**config.mk**
```make
export PLATFORM = sky130hd
export DESIGN_NAME = wb_initiator_flat
export DESIGN_NICKNAME = d
export VERILOG_FILES = /design/src/rtl/wb_initiator_pkg.sv /design/src/rtl/wb_initiator_if.sv /design/src/rtl/wb_timeout_counter.sv /design/src/rtl/wb_initiator.sv /design/src/flat_wrapper.sv
export SDC_FILE = /design/constraint.sdc
export NUM_CORES = 1
export LEC_CHECK = 0
export BUFFER_PORTS_ARGS = -buffer_cell sky130_fd_sc_hd__buf_2
export CORE_MARGIN = 10
export CORE_UTILIZATION = 24
export DETAILED_ROUTE_END_ITERATION = 7
export PLACE_DENSITY_LB_ADDON = 0.2
export SYNTH_ARGS = -nofsm -noshare
export SYNTH_HDL_FRONTEND = slang
export SYNTH_SLANG_ARGS = --single-unit
```
**constraint.sdc**
```tcl
create_clock -name clk -period 1.55 [get_ports clk]
set_input_delay 0.2325 -clock clk [delete_from_list [all_inputs] [get_ports clk]]
set_output_delay 0.2325 -clock clk [all_outputs]
set_load 0.01 [all_outputs]
```
**src/rtl/wb_initiator_pkg.sv**
```systemverilog
// Shared Wishbone map and initiator definitions: region/field layout, FSM encoding, address helpers.
// Latency: none (declarations only).
// Backpressure: not applicable.
package wb_initiator_pkg;

   // Region field [31:30] of every bus address
   localparam logic [1:0] REGION_PROG    = 2'b00;
   localparam logic [1:0] REGION_PADS    = 2'b01;
   localparam logic [1:0] REGION_DEBUG   = 2'b10;
   localparam logic [1:0] REGION_ENTROPY = 2'b11;

   // Every cycle is a full-word access
   localparam logic [3:0] SEL_ALL = 4'hF;

   typedef enum logic [1:0] {
      IDLE = 2'd0,
      BUS  = 2'd1,
      RESP = 2'd2
   } state_t;

   // prog: core select [10:8], pc [7:0]
   function automatic logic [31:0] prog_adr(input logic [2:0] core, input logic [7:0] pc);
      return {REGION_PROG, 19'd0, core, pc};
   endfunction

   // pads: word select [0]
   function automatic logic [31:0] pads_adr(input logic word);
      return {REGION_PADS, 29'd0, word};
   endfunction

   // debug: core select [7:5], register [4:0]
   function automatic logic [31:0] debug_adr(input logic [2:0] core, input logic [4:0] regi);
      return {REGION_DEBUG, 22'd0, core, regi};
   endfunction

   function automatic logic [31:0] entropy_adr();
      return {REGION_ENTROPY, 30'd0};
   endfunction

endpackage

```
**src/rtl/wb_initiator_if.sv**
```systemverilog
// Command/response handshake plus Wishbone master signals of the initiator, bundled as one port.
// Latency: none (wiring only).
// Backpressure: valid/ready on req and rsp; Wishbone ack on the bus side.
interface wb_initiator_if #(
   parameter int WB_WIDTH = 32
);
   logic                req_valid;
   logic                req_ready;
   logic                req_we;
   logic [WB_WIDTH-1:0] req_adr;
   logic [WB_WIDTH-1:0] req_dat;

   logic                rsp_valid;
   logic                rsp_ready;
   logic [WB_WIDTH-1:0] rsp_dat;
   logic                rsp_err;

   logic                wbm_cyc_o;
   logic                wbm_stb_o;
   logic                wbm_we_o;
   logic [3:0]          wbm_sel_o;
   logic [WB_WIDTH-1:0] wbm_adr_o;
   logic [WB_WIDTH-1:0] wbm_dat_o;
   logic                wbm_ack_i;
   logic [WB_WIDTH-1:0] wbm_dat_i;

   // Initiator side
   modport master (
      input  req_valid, req_we, req_adr, req_dat,
      output req_ready,
      output rsp_valid, rsp_dat, rsp_err,
      input  rsp_ready,
      output wbm_cyc_o, wbm_stb_o, wbm_we_o, wbm_sel_o, wbm_adr_o, wbm_dat_o,
      input  wbm_ack_i, wbm_dat_i
   );

   // Command source, response sink and bus responder side
   modport slave (
      output req_valid, req_we, req_adr, req_dat,
      input  req_ready,
      input  rsp_valid, rsp_dat, rsp_err,
      output rsp_ready,
      input  wbm_cyc_o, wbm_stb_o, wbm_we_o, wbm_sel_o, wbm_adr_o, wbm_dat_o,
      output wbm_ack_i, wbm_dat_i
   );
endinterface

```
**src/rtl/wb_timeout_counter.sv**
```systemverilog
// Bus-cycle wait counter with synchronous clear, count enable and terminal-count flag.
// Latency: tc reflects the registered count (1 cycle after the enabling edge).
// Backpressure: none; en simply stalls the count.
module wb_timeout_counter #(
   parameter int CNT_WIDTH      = 8,
   parameter int TIMEOUT_CYCLES = 16
) (
   input  logic clk,
   input  logic rst_n,
   input  logic clr,
   input  logic en,
   output logic tc
);
   logic [CNT_WIDTH-1:0] cnt_q;

   // Count cycles spent waiting; clear wins over enable
   always_ff @(posedge clk or negedge rst_n) begin
      if (!rst_n) begin
         cnt_q <= '0;
      end else if (clr) begin
         cnt_q <= '0;
      end else if (en) begin
         cnt_q <= cnt_q + CNT_WIDTH'(1);
      end
   end

   assign tc = (cnt_q == CNT_WIDTH'(TIMEOUT_CYCLES - 1));
endmodule

```
**src/rtl/wb_initiator.sv**
```systemverilog
// Wishbone classic-cycle initiator: one bus cycle per accepted command, result returned on a response port.
// Latency: bus driven from the accept edge; response registered on the ack edge or after TIMEOUT_CYCLES bus cycles.
// Backpressure: req_ready only in IDLE; response held until rsp_ready, next command accepted the cycle after.
module wb_initiator
   import wb_initiator_pkg::*;
#(
   parameter int WB_WIDTH       = 32,
   parameter int TIMEOUT_CYCLES = 16,
   parameter int CNT_WIDTH      = 8
) (
   input logic            clk,
   input logic            rst_n,
   wb_initiator_if.master bus
);
   state_t              state_q, state_d;
   logic                cyc_q, cyc_d;
   logic                we_q, we_d;
   logic [3:0]          sel_q, sel_d;
   logic [WB_WIDTH-1:0] adr_q, adr_d;
   logic [WB_WIDTH-1:0] dat_q, dat_d;
   logic                rsp_valid_q, rsp_valid_d;
   logic [WB_WIDTH-1:0] rsp_dat_q, rsp_dat_d;
   logic                rsp_err_q, rsp_err_d;

   logic                accept;
   logic                cnt_en;
   logic                cnt_tc;

   assign accept = bus.req_valid && (state_q == IDLE);
   assign cnt_en = (state_q == BUS) && !bus.wbm_ack_i;

   wb_timeout_counter #(
      .CNT_WIDTH      (CNT_WIDTH),
      .TIMEOUT_CYCLES (TIMEOUT_CYCLES)
   ) u_timeout (
      .clk   (clk),
      .rst_n (rst_n),
      .clr   (accept),
      .en    (cnt_en),
      .tc    (cnt_tc)
   );

   // Next-state and next-output values; everything holds unless a transition says otherwise
   always_comb begin
      state_d     = state_q;
      cyc_d       = cyc_q;
      we_d        = we_q;
      sel_d       = sel_q;
      adr_d       = adr_q;
      dat_d       = dat_q;
      rsp_valid_d = rsp_valid_q;
      rsp_dat_d   = rsp_dat_q;
      rsp_err_d   = rsp_err_q;
      case (state_q)
         IDLE: begin
            if (bus.req_valid) begin
               state_d = BUS;
               cyc_d   = 1'b1;
               we_d    = bus.req_we;
               sel_d   = SEL_ALL;
               adr_d   = bus.req_adr;
               dat_d   = bus.req_dat;
            end
         end
         BUS: begin
            // Ack is checked first so an ack on the last allowed cycle still completes normally
            if (bus.wbm_ack_i || cnt_tc) begin
               state_d     = RESP;
               cyc_d       = 1'b0;
               we_d        = 1'b0;
               sel_d       = '0;
               adr_d       = '0;
               dat_d       = '0;
               rsp_valid_d = 1'b1;
               rsp_err_d   = !bus.wbm_ack_i;
               rsp_dat_d   = (bus.wbm_ack_i && !we_q) ? bus.wbm_dat_i : '0;
            end
         end
         RESP: begin
            if (bus.rsp_ready) begin
               state_d     = IDLE;
               rsp_valid_d = 1'b0;
               rsp_dat_d   = '0;
               rsp_err_d   = 1'b0;
            end
         end
         default: state_d = IDLE;
      endcase
   end

   // State and all bus/response registers; reset aborts any cycle in flight
   always_ff @(posedge clk or negedge rst_n) begin
      if (!rst_n) begin
         state_q     <= IDLE;
         cyc_q       <= 1'b0;
         we_q        <= 1'b0;
         sel_q       <= '0;
         adr_q       <= '0;
         dat_q       <= '0;
         rsp_valid_q <= 1'b0;
         rsp_dat_q   <= '0;
         rsp_err_q   <= 1'b0;
      end else begin
         state_q     <= state_d;
         cyc_q       <= cyc_d;
         we_q        <= we_d;
         sel_q       <= sel_d;
         adr_q       <= adr_d;
         dat_q       <= dat_d;
         rsp_valid_q <= rsp_valid_d;
         rsp_dat_q   <= rsp_dat_d;
         rsp_err_q   <= rsp_err_d;
      end
   end

   assign bus.req_ready = (state_q == IDLE);
   assign bus.rsp_valid = rsp_valid_q;
   assign bus.rsp_dat   = rsp_dat_q;
   assign bus.rsp_err   = rsp_err_q;
   assign bus.wbm_cyc_o = cyc_q;
   assign bus.wbm_stb_o = cyc_q;
   assign bus.wbm_we_o  = we_q;
   assign bus.wbm_sel_o = sel_q;
   assign bus.wbm_adr_o = adr_q;
   assign bus.wbm_dat_o = dat_q;
endmodule

```
**src/flat_wrapper.sv**
```systemverilog
// flat-port wrapper written by rule: the top's interface ports become plain ports
module wb_initiator_flat import wb_initiator_pkg::*;
#(
   parameter int WB_WIDTH       = 32,
   parameter int TIMEOUT_CYCLES = 16,
   parameter int CNT_WIDTH      = 8
)
  (clk, rst_n, bus_req_valid, bus_req_we, bus_req_adr, bus_req_dat, bus_req_ready, bus_rsp_valid, bus_rsp_dat, bus_rsp_err, bus_rsp_ready, bus_wbm_cyc_o, bus_wbm_stb_o, bus_wbm_we_o, bus_wbm_sel_o, bus_wbm_adr_o, bus_wbm_dat_o, bus_wbm_ack_i, bus_wbm_dat_i);
  wb_initiator_if #(.WB_WIDTH(WB_WIDTH)) bus_i ();
  input logic clk;
  input logic rst_n;
  input wire logic [$bits(bus_i.req_valid)-1:0] bus_req_valid;
  input wire logic [$bits(bus_i.req_we)-1:0] bus_req_we;
  input wire logic [$bits(bus_i.req_adr)-1:0] bus_req_adr;
  input wire logic [$bits(bus_i.req_dat)-1:0] bus_req_dat;
  output wire logic [$bits(bus_i.req_ready)-1:0] bus_req_ready;
  output wire logic [$bits(bus_i.rsp_valid)-1:0] bus_rsp_valid;
  output wire logic [$bits(bus_i.rsp_dat)-1:0] bus_rsp_dat;
  output wire logic [$bits(bus_i.rsp_err)-1:0] bus_rsp_err;
  input wire logic [$bits(bus_i.rsp_ready)-1:0] bus_rsp_ready;
  output wire logic [$bits(bus_i.wbm_cyc_o)-1:0] bus_wbm_cyc_o;
  output wire logic [$bits(bus_i.wbm_stb_o)-1:0] bus_wbm_stb_o;
  output wire logic [$bits(bus_i.wbm_we_o)-1:0] bus_wbm_we_o;
  output wire logic [$bits(bus_i.wbm_sel_o)-1:0] bus_wbm_sel_o;
  output wire logic [$bits(bus_i.wbm_adr_o)-1:0] bus_wbm_adr_o;
  output wire logic [$bits(bus_i.wbm_dat_o)-1:0] bus_wbm_dat_o;
  input wire logic [$bits(bus_i.wbm_ack_i)-1:0] bus_wbm_ack_i;
  input wire logic [$bits(bus_i.wbm_dat_i)-1:0] bus_wbm_dat_i;
  assign bus_i.req_valid = bus_req_valid;
  assign bus_i.req_we = bus_req_we;
  assign bus_i.req_adr = bus_req_adr;
  assign bus_i.req_dat = bus_req_dat;
  assign bus_req_ready = bus_i.req_ready;
  assign bus_rsp_valid = bus_i.rsp_valid;
  assign bus_rsp_dat = bus_i.rsp_dat;
  assign bus_rsp_err = bus_i.rsp_err;
  assign bus_i.rsp_ready = bus_rsp_ready;
  assign bus_wbm_cyc_o = bus_i.wbm_cyc_o;
  assign bus_wbm_stb_o = bus_i.wbm_stb_o;
  assign bus_wbm_we_o = bus_i.wbm_we_o;
  assign bus_wbm_sel_o = bus_i.wbm_sel_o;
  assign bus_wbm_adr_o = bus_i.wbm_adr_o;
  assign bus_wbm_dat_o = bus_i.wbm_dat_o;
  assign bus_i.wbm_ack_i = bus_wbm_ack_i;
  assign bus_i.wbm_dat_i = bus_wbm_dat_i;
  wb_initiator #(.WB_WIDTH(WB_WIDTH), .TIMEOUT_CYCLES(TIMEOUT_CYCLES), .CNT_WIDTH(CNT_WIDTH)) u_core (.clk(clk), .rst_n(rst_n), .bus(bus_i));
endmodule
```
# == Word level (Yosys, flattened, before mapping) ==
# Cells that the tools add are included.
# Widths: inputs -> output; s select.
# op_classes
shifts,0
n_reduce_logical,13
n_addsub,1
mul,0
div,0
magnitude_cmp,0
muxes,28
bitwise_logic,0
eq_ne,6
# op_table
op,count
$mux 32,6
$pmux 32 s2,3
$mux 8,2
$reduce_and 3->1,3
$add 8x1->8 const B,1
$eq 8x4->1 const B,1
$mux 4,2
$pmux 1 s2,4
$pmux 4 s2,1
$mux 1,6
$mux 2,3
$ne 2x2->1 const B,3
$pmux 2 s3,1
$reduce_bool 2->1,3
$logic_and 1x1->1,3
$eq 2x1->1 const B,1
$eq 2x2->1 const B,1
$logic_not 1->1,2
$logic_not 2->1,1
$logic_or 1x1->1,1
# word_totals
mem_count,0
romBits,0
regBits,114
mem_bits_rw,0
wordCells,58
latch_bits,0

# == Logic depth before layout (Yosys ltp) ==
# Gate-level depths: netlist of the first run.
# logic_depth
depth_word,5
depth_mapped,6
ltp_nobuf,4

# == Hierarchy ==
# From an unflattened synthesis of the first run, not the netlist that was laid out.
# hier_totals
hier_cells,290
hier_area_um2,4111.4
# modules_own_cells
mod,n_inst,area_each_um2,cells_each,seq_area_each_um2
wb_initiator,1,3717.3,251,2552.4
wb_timeout_counter,1,394.1,39,200.2

# == Worst setup path before layout of the first run ==
# No wires, ideal clock.
# synth_path
path_type,register to register
startpoint,reg u_core.u_timeout.cnt_q[5]
endpoint,reg u_core.adr_q[12] (netlist: u_core.bus.wbm_adr_o[12])
stages_incl_launch_ff,6
synth_period_minus_slack_ns,1.633
setup_time_ns,0.137
path_buffers,2
arrival_ns,1.496
setup_slack_ns,-0.083
path_cell_list,dfrtp_1 -> or4_4 -> o21ai_2 -> buf_4 -> buf_2 -> a21oi_1
# synth_via
elab_chain_cells,4
# synth_rtl
element,line,rtl
start: declaration,wb_timeout_counter.sv:14,logic [CNT_WIDTH-1:0] cnt_q;
start signal: assignment,wb_timeout_counter.sv:23,cnt_q <= cnt_q + CNT_WIDTH'(1);
$eq 8x4->1,wb_timeout_counter.sv:27,assign tc = (cnt_q == CNT_WIDTH'(TIMEOUT_CYCLES - 1));
$logic_or 1x1->1,wb_initiator.sv:67,if (bus.wbm_ack_i || cnt_tc) begin
$ne 2x2->1 (no source line),n/a,
$reduce_and 3->1 (no source line),n/a,
end signal: assignment,wb_initiator.sv:108,adr_q <= adr_d;
end: declaration,wb_initiator.sv:19,"logic [WB_WIDTH-1:0] adr_q, adr_d;"
# No other way between the ends.
# A chain may end at the register's enable or synchronous reset.

# == Final worst setup path of the first run ==
# layout_path
startpoint,reg u_core.u_timeout.cnt_q[5]
endpoint,reg u_core.adr_q[28] (netlist: u_core.bus.wbm_adr_o[28])
# The elaborated chain is that of the path after synthesis.

==> flow_summary.yaml, run 1 <==
run_status:
  outcome: "finished, violations left"
  violations: "negative setup slack"
drt:
  routed_via_density: 4.53
  firstDrtPassIters: 5
  detail_route.wirelength_um: 15400
  detail-route-antenna-nets: 0
  drc: 0
  drc_marker_count_from_the_first_detailed_route_iteration: 204
  drt-wirelength-per-cell_um: 16.8
  vias: 4176
global_routing:
  grt.total_usage_pct: 11.2
  grt_first_pass_wirelength_um: 24000
  maximum_number_of_pins_on_one_net_before_global_route_repair: 111
  grt-ovfl-total: 0
  first_global_vias: 4399
  antenna_violations_before_repair: 2
sta:
  max-slew-margin-rel_pct: 58.0
  hold_fails_final_rpt: 0
  hold_slack_ps: 99.3
  number_of_max_slew_violations_in_the_final_report: 0
  clock-skew-final_ps: 6.16
  setup_tns_ps: -4420
  highest_clock_rate_mhz: 617
  finalWorstPathRequiredPeriod_ps: 1620
  setup_ws_ps: -71.0
  setup_viol_count_final: 93
  rsz0062_at_grt: "yes"
  tightest_slew_ps: 629
  share_of_the_cycle_needed_by_the_critical_path_after_routing_pct: 105
logic_synthesis:
  synth_flop_cell: "dfrtp_1"
  ffs_w_async_s_r_synth_pct: 100
  post_synth_num_cell_types: 35
  ys_ff_latch: 110
  synthesized_area_per_cell_um2: 11.2
  ys_top_cells_by_area: "dfrtp_1 (56%), mux2i_1 (14%), a21oi_1 (7.3%)"
  post_synth_most_frequent_cells: "dfrtp_1 (110), a21oi_1 (72), mux2i_1 (67), o21ai_0 (39), inv_1 (36)"
  yosysTopAreaCell: "dfrtp_1"
  syn_inst: 440
  combinational_family_with_the_most_area_after_synthesis: "compound AO/OA/AOI/OAI gates"
  synth_compound_area_share_pct: 18.5
  synth_adder_area_share_pct: 0.254
  synth_xor_xnor_area_share_pct: 0
  yosys.cell_count.top_type: "dfrtp_1"
  synth_nets: 543
  synthDominantCellAreaShare_pct: 55.8
  synthesis.yosys.warnings: 0
  synth_enable_flop_cells: 0
  simple_gate_area_share_of_the_yosys_netlist_pct: 3.73
  netlist_area_mm2: 0.00493
  synth_mux_area_share_pct: 13.6
  synth-seq-area-share_pct: 55.8
power_and_ir_drop:
  leakage_power_total_nw: 3.60
  finalPower_mw: 13.3
  peakVddDrop_uv: 695
  cellPowerDensity_mw_per_mm2: 1960
critical_path:
  worstRegToRegCells: 5
  r2r_setup_slack_ps: -70
  crit_required_ps: 1780
  worst-path-max-fanout: 17
  timing.setup.critical_path_class: "flop to flop"
  endpoint_kind: "flop"
  timing.critical_path.arrival_ps: 1850
  start_kind: "flop"
place:
  placedInstanceArea_mm2: 0.00641
  dp.cells: 899
  routabilityCongestion: 0.745
  placement.io_buffers: 207
  dp_hpwl_um: 11100
  place_ws_ps: -98.1
die:
  initial_utilization_pct: 24.4
  core_area_mm2: 0.0202
  die_width_um: 163
  floorplan.die.height_um: 163
  core.rowCount: 52
  ioPinCount: 208
  design.die.area_mm2: 0.0267
finish:
  layout-area-overhead-vs-synth_pct: 37.8
  final_core_utilization_pct: 33.6
  fin_area_mm2: 0.00680
  nNetsFinal: 750
  final_layout_size_suffix_gt1_share_pct: 40.6
  antenna-diode-count: 0
  fin_cells: 921
  n_fill_cell: 2066
clock_network:
  clock_tree.htree_level_count: 3
  clk_pin_slew_worst_paths_ps: 70
  tritoncts: "yes"
  cts_made_buffers: 9
  clock-root-buffer: "clkbuf_16"
  cts_num_sinks: 110
  maximum_root_to_sink_buffer_count: 2
  clk-insertion-delay-late_ps: 340
min_path:
  hold_path.class: "input pin to flop"
  whs_path_depth: 2
run:
  cap_viol_max_count: 0
[power by group]
part           internal, mW  switching (mW)
combinational          2.74            3.37
sequential             4.14           0.789
clock                  1.29            1.03
total                  8.16            5.18
[flip-flops by register name, summed over array words and instances, names as in the netlist, 2 cells and up]
name	flops
u_core.bus.rsp_dat	32
u_core.bus.wbm_adr_o	32
u_core.bus.wbm_dat_o	32
u_core.u_timeout.cnt_q	8
u_core.state_q	2
[path summary, 6_finish.rpt]
kind,from,end
min,bus_rsp_ready,u_core.state_q[1]$_DFFE_PN0P_
max in group asynchronous,rst_n,u_core.bus.rsp_dat[10]$_DFFE_PN0P_
min reg2reg,u_core.bus.rsp_valid$_DFFE_PN0P_,u_core.bus.rsp_valid$_DFFE_PN0P_
max reg2reg,u_core.u_timeout.cnt_q[5]$_DFFE_PN0P_,u_core.bus.wbm_adr_o[28]$_DFFE_PN0P_
min in group asynchronous,rst_n,u_core.bus.rsp_dat[17]$_DFFE_PN0P_
max,u_core.u_timeout.cnt_q[5]$_DFFE_PN0P_,u_core.bus.wbm_adr_o[28]$_DFFE_PN0P_
[cell families (layout without fill, tap and decap cells)]
group                    count (synthesis)  in the layout
AND/OR/NAND/NOR                         31             31
flip-flops                             110            110
multiplexers                            67             67
AO/OA/AOI/OAI                          151            151
buffers and inverters                   80            291
adder cells (fa/ha/maj)                  1              1
[repair_timing]
item                                    CTS  global route
hold endpoints to repair                 34             0
pin swaps                                 0             3
hold buffers                              1             0
cloned                                    1             0
endpoints found under the setup margin  100            95
buffers inserted                          3             3
resized for setup                        12            25
[placed cells by master (no fill, tap or decap), types with 2 or more instances in the layout]
cell,n
buf_2,206
dfrtp_1,110
a21oi_1,72
mux2i_1,67
inv_1,36
a32oi_1,32
o21ai_1,29
buf_4,20
o21ai_0,10
buf_12,10
clkbuf_16,9
nand2_1,7
nand2b_1,4
nor2_1,3
nand3_1,3
or3_1,3
or3b_4,2
clkinv_2,2
buf_6,2
[layout make-up]
class,instances,area [um^2],area share [%]
multi-input cells,250,1840,27.1
repair buffers,240,1440,21.2
clock inverters,4,47.5,0.699
well taps,270,338,4.97
clock buffers,11,243,3.57
inverters,36,135,1.99
flip-flops and latches,110,2750,40.5
[metal layers]
metal  wire, um  GRT usage (%)  up-vias
met5         27              0        -
met4        124           2.83        4
met3       1320           4.56       16
met2       7920           20.0      128
met1       6040           12.1     2040
li1           -              -     1988
[worst max-delay path, stage by stage, from the launching register on]
cell	delay, ps
dfrtp_1	370
or4_4	570
o21ai_4	170
buf_4	160
buf_16	150
a21oi_1	70
Power figures use the tool's default switching activity.
==> inputs of run 2 (changes only) <==
--- a/config.mk
+++ b/config.mk
@@ -7,7 +7,7 @@
 export LEC_CHECK = 0
 export BUFFER_PORTS_ARGS = -buffer_cell sky130_fd_sc_hd__buf_2
 export CORE_MARGIN = 10
-export CORE_UTILIZATION = 24
+export CORE_UTILIZATION = 43
 export DETAILED_ROUTE_END_ITERATION = 7
 export PLACE_DENSITY_LB_ADDON = 0.2
 export SYNTH_ARGS = -nofsm -noshare
==> run 2 against run 1 <==
Against the previous run: the run still ends with negative setup slack left; wire length shrank 11%; flip-flop and latch count is the same; critical endpoint is now u_core.bus.wbm_dat_o[19]$_DFFE_PN0P_; critical path depth is 1 lower; power decreased by 2.9%; via count is 1.7% lower.
==> flow_summary.yaml, run 2 (synthesis results as in run 1) <==
critical_path:
  start_kind: "flop"
  timing.critical_path.arrival_ps: 1820
  path_cells: "or4_4 -> o21ai_4 -> buf_12 -> a21oi_1"
  cp_top_family: "simple AND/OR/NAND/NOR gates"
  worst-path-max-fanout: 35
  critical_path.max_stage_delay_ps: 570
  endpoint_kind: "flop"
  worst_path_max_delay_cell: "or4_4"
  crit_required_ps: 1760
  worstPathBufferInverterCount: 1
  timing.setup.critical_path_class: "flop to flop"
sta:
  clock-skew-final_ps: 7.06
  tightest_slew_ps: 382
  number_of_max_slew_violations_in_the_final_report: 0
  share_of_the_cycle_needed_by_the_critical_path_after_routing_pct: 104
  setup_ws_ps: -63.7
  setup_viol_count_final: 97
  rsz0062_at_grt: "yes"
  hold_fails_final_rpt: 0
  finalWorstPathRequiredPeriod_ps: 1610
  hold_slack_ps: 108
  max-slew-margin-rel_pct: 74.3
  setup_tns_ps: -2830
  highest_clock_rate_mhz: 620
global_routing:
  grt.total_usage_pct: 16.1
  antenna_violations_before_repair: 0
  maximum_number_of_pins_on_one_net_before_global_route_repair: 59
  grt_most_used_layer: "met2"
  grt_first_pass_wirelength_um: 21600
  grt-ovfl-total: 0
  grt_util_met1_pct: 19.7
  grt_use_met3_pct: 4.84
  use_met2_pct: 26.6
  first_global_vias: 4194
clock_network:
  clock-root-buffer: "clkbuf_16"
  cts_made_buffers: 9
  maximum_root_to_sink_buffer_count: 2
  cts_num_sinks: 110
  clk-insertion-delay-late_ps: 340
  tritoncts: "yes"
  clk_pin_slew_worst_paths_ps: 70
  clock_tree.htree_level_count: 3
finish:
  layout-area-overhead-vs-synth_pct: 32.9
  final_layout_size_suffix_gt1_share_pct: 39.9
  most_frequent_cells_in_the_layout: "buf_2 (206), dfrtp_1 (110), a21oi_1 (71)"
  fin_cells: 790
  leading_cell_type_in_the_layout_fill_and_taps_excluded: "buf_2"
  antenna-diode-count: 0
  nNetsFinal: 747
  fin_area_mm2: 0.00656
  final_core_utilization_pct: 57.9
place:
  dp_hpwl_um: 10100
  routabilityCongestion: 0.779
  placedInstanceArea_mm2: 0.00625
  placement.io_buffers: 207
  place_ws_ps: -54.9
  dp.cells: 772
run_status:
  violations: "negative setup slack"
  outcome: "finished, violations left"
drt:
  firstDrtPassIters: 4
  routed_via_density: 5.20
  detail_route.wirelength_um: 13700
  vias: 4105
  drc: 0
  drc_marker_count_from_the_first_detailed_route_iteration: 228
  detail-route-antenna-nets: 0
  drt-wirelength-per-cell_um: 17.3
die:
  die_width_um: 127
  initial_utilization_pct: 43.6
  design.die.area_mm2: 0.0162
  ioPinCount: 208
  floorplan.die.height_um: 127
  core.rowCount: 39
  core_area_mm2: 0.0113
min_path:
  hold_path.class: "input pin to flop"
power_and_ir_drop:
  cellPowerDensity_mw_per_mm2: 1970
  peakVddDrop_uv: 927
  leakage_power_total_nw: 3.55
  finalPower_mw: 12.9
run:
  cap_viol_max_count: 0
==> run 2: cell count changes in the layout (fill, tap and decap cells not counted), moves of 2 or more <==
cell,before,now
clkbuf_1,1,3
clkinv_2,2,0
o21ai_0,10,36
o21ai_1,29,3
==> run 2: final cells by class <==
type / count / area [um^2]
Sequential cell: 110 / 2750
Multi-Input combinational cell: 250 / 1840
Clock buffer: 13 / 250
Timing Repair Buffer: 237 / 1400
Clock inverter: 1 / 7.51
Tap cell: 143 / 179
Fill cell: 964 / 4760
Inverter: 36 / 135
==> run 2: worst register-to-register path: cells and delay by family, from the launching register on <==
kind	cells	cell delay (ps)
and+or+nand+nor	1	570
DFF	1	380
AOI/OAI and AO/OA	2	320
buffers and inverters	1	220
==> run 2: final timing paths <==
kind / start / endpoint / slack (ps) / depth (start not counted)
max: u_core.u_timeout.cnt_q[5]$_DFFE_PN0P_ / u_core.bus.wbm_dat_o[19]$_DFFE_PN0P_ / -60 / 4
min: bus_wbm_dat_i[4] / u_core.bus.rsp_dat[4]$_DFFE_PN0P_ / 110 / 3
max reg2reg: u_core.u_timeout.cnt_q[5]$_DFFE_PN0P_ / u_core.bus.wbm_dat_o[19]$_DFFE_PN0P_ / -60 / 4
min reg2reg: u_core.bus.rsp_valid$_DFFE_PN0P_ / u_core.bus.rsp_valid$_DFFE_PN0P_ / 490 / 2
max in group asynchronous: rst_n / u_core.bus.rsp_dat[14]$_DFFE_PN0P_ / 810 / 3
min in group asynchronous: rst_n / u_core.bus.wbm_adr_o[20]$_DFFE_PN0P_ / 450 / 3
==> run 2: metal layers <==
layer  part of all wire, %  wire length, um  vias up
li1                      -                -     1981
met1                    42             5690     1977
met2                    50             6850      134
met3                   7.1              970       13
met4                   1.2              163        0
met5                     0                0        -
==> run 2: where the power goes <==
group          switching, mW  internal (mW)  leakage (nW)
Clock                  0.964           1.12         0.122
Combinational           3.29           2.67          2.07
Sequential             0.762           4.14          1.36
Total                   5.01           7.93          3.55
==> run 2: repair_timing <==
item | in CTS | in global routing
pin swaps | 1 | 2
hold buffers | 1 | 0
endpoints found under the setup margin | 100 | 101
gates resized for setup | 4 | 3
buffers inserted | 0 | 3
hold endpoints to repair | 110 | 0
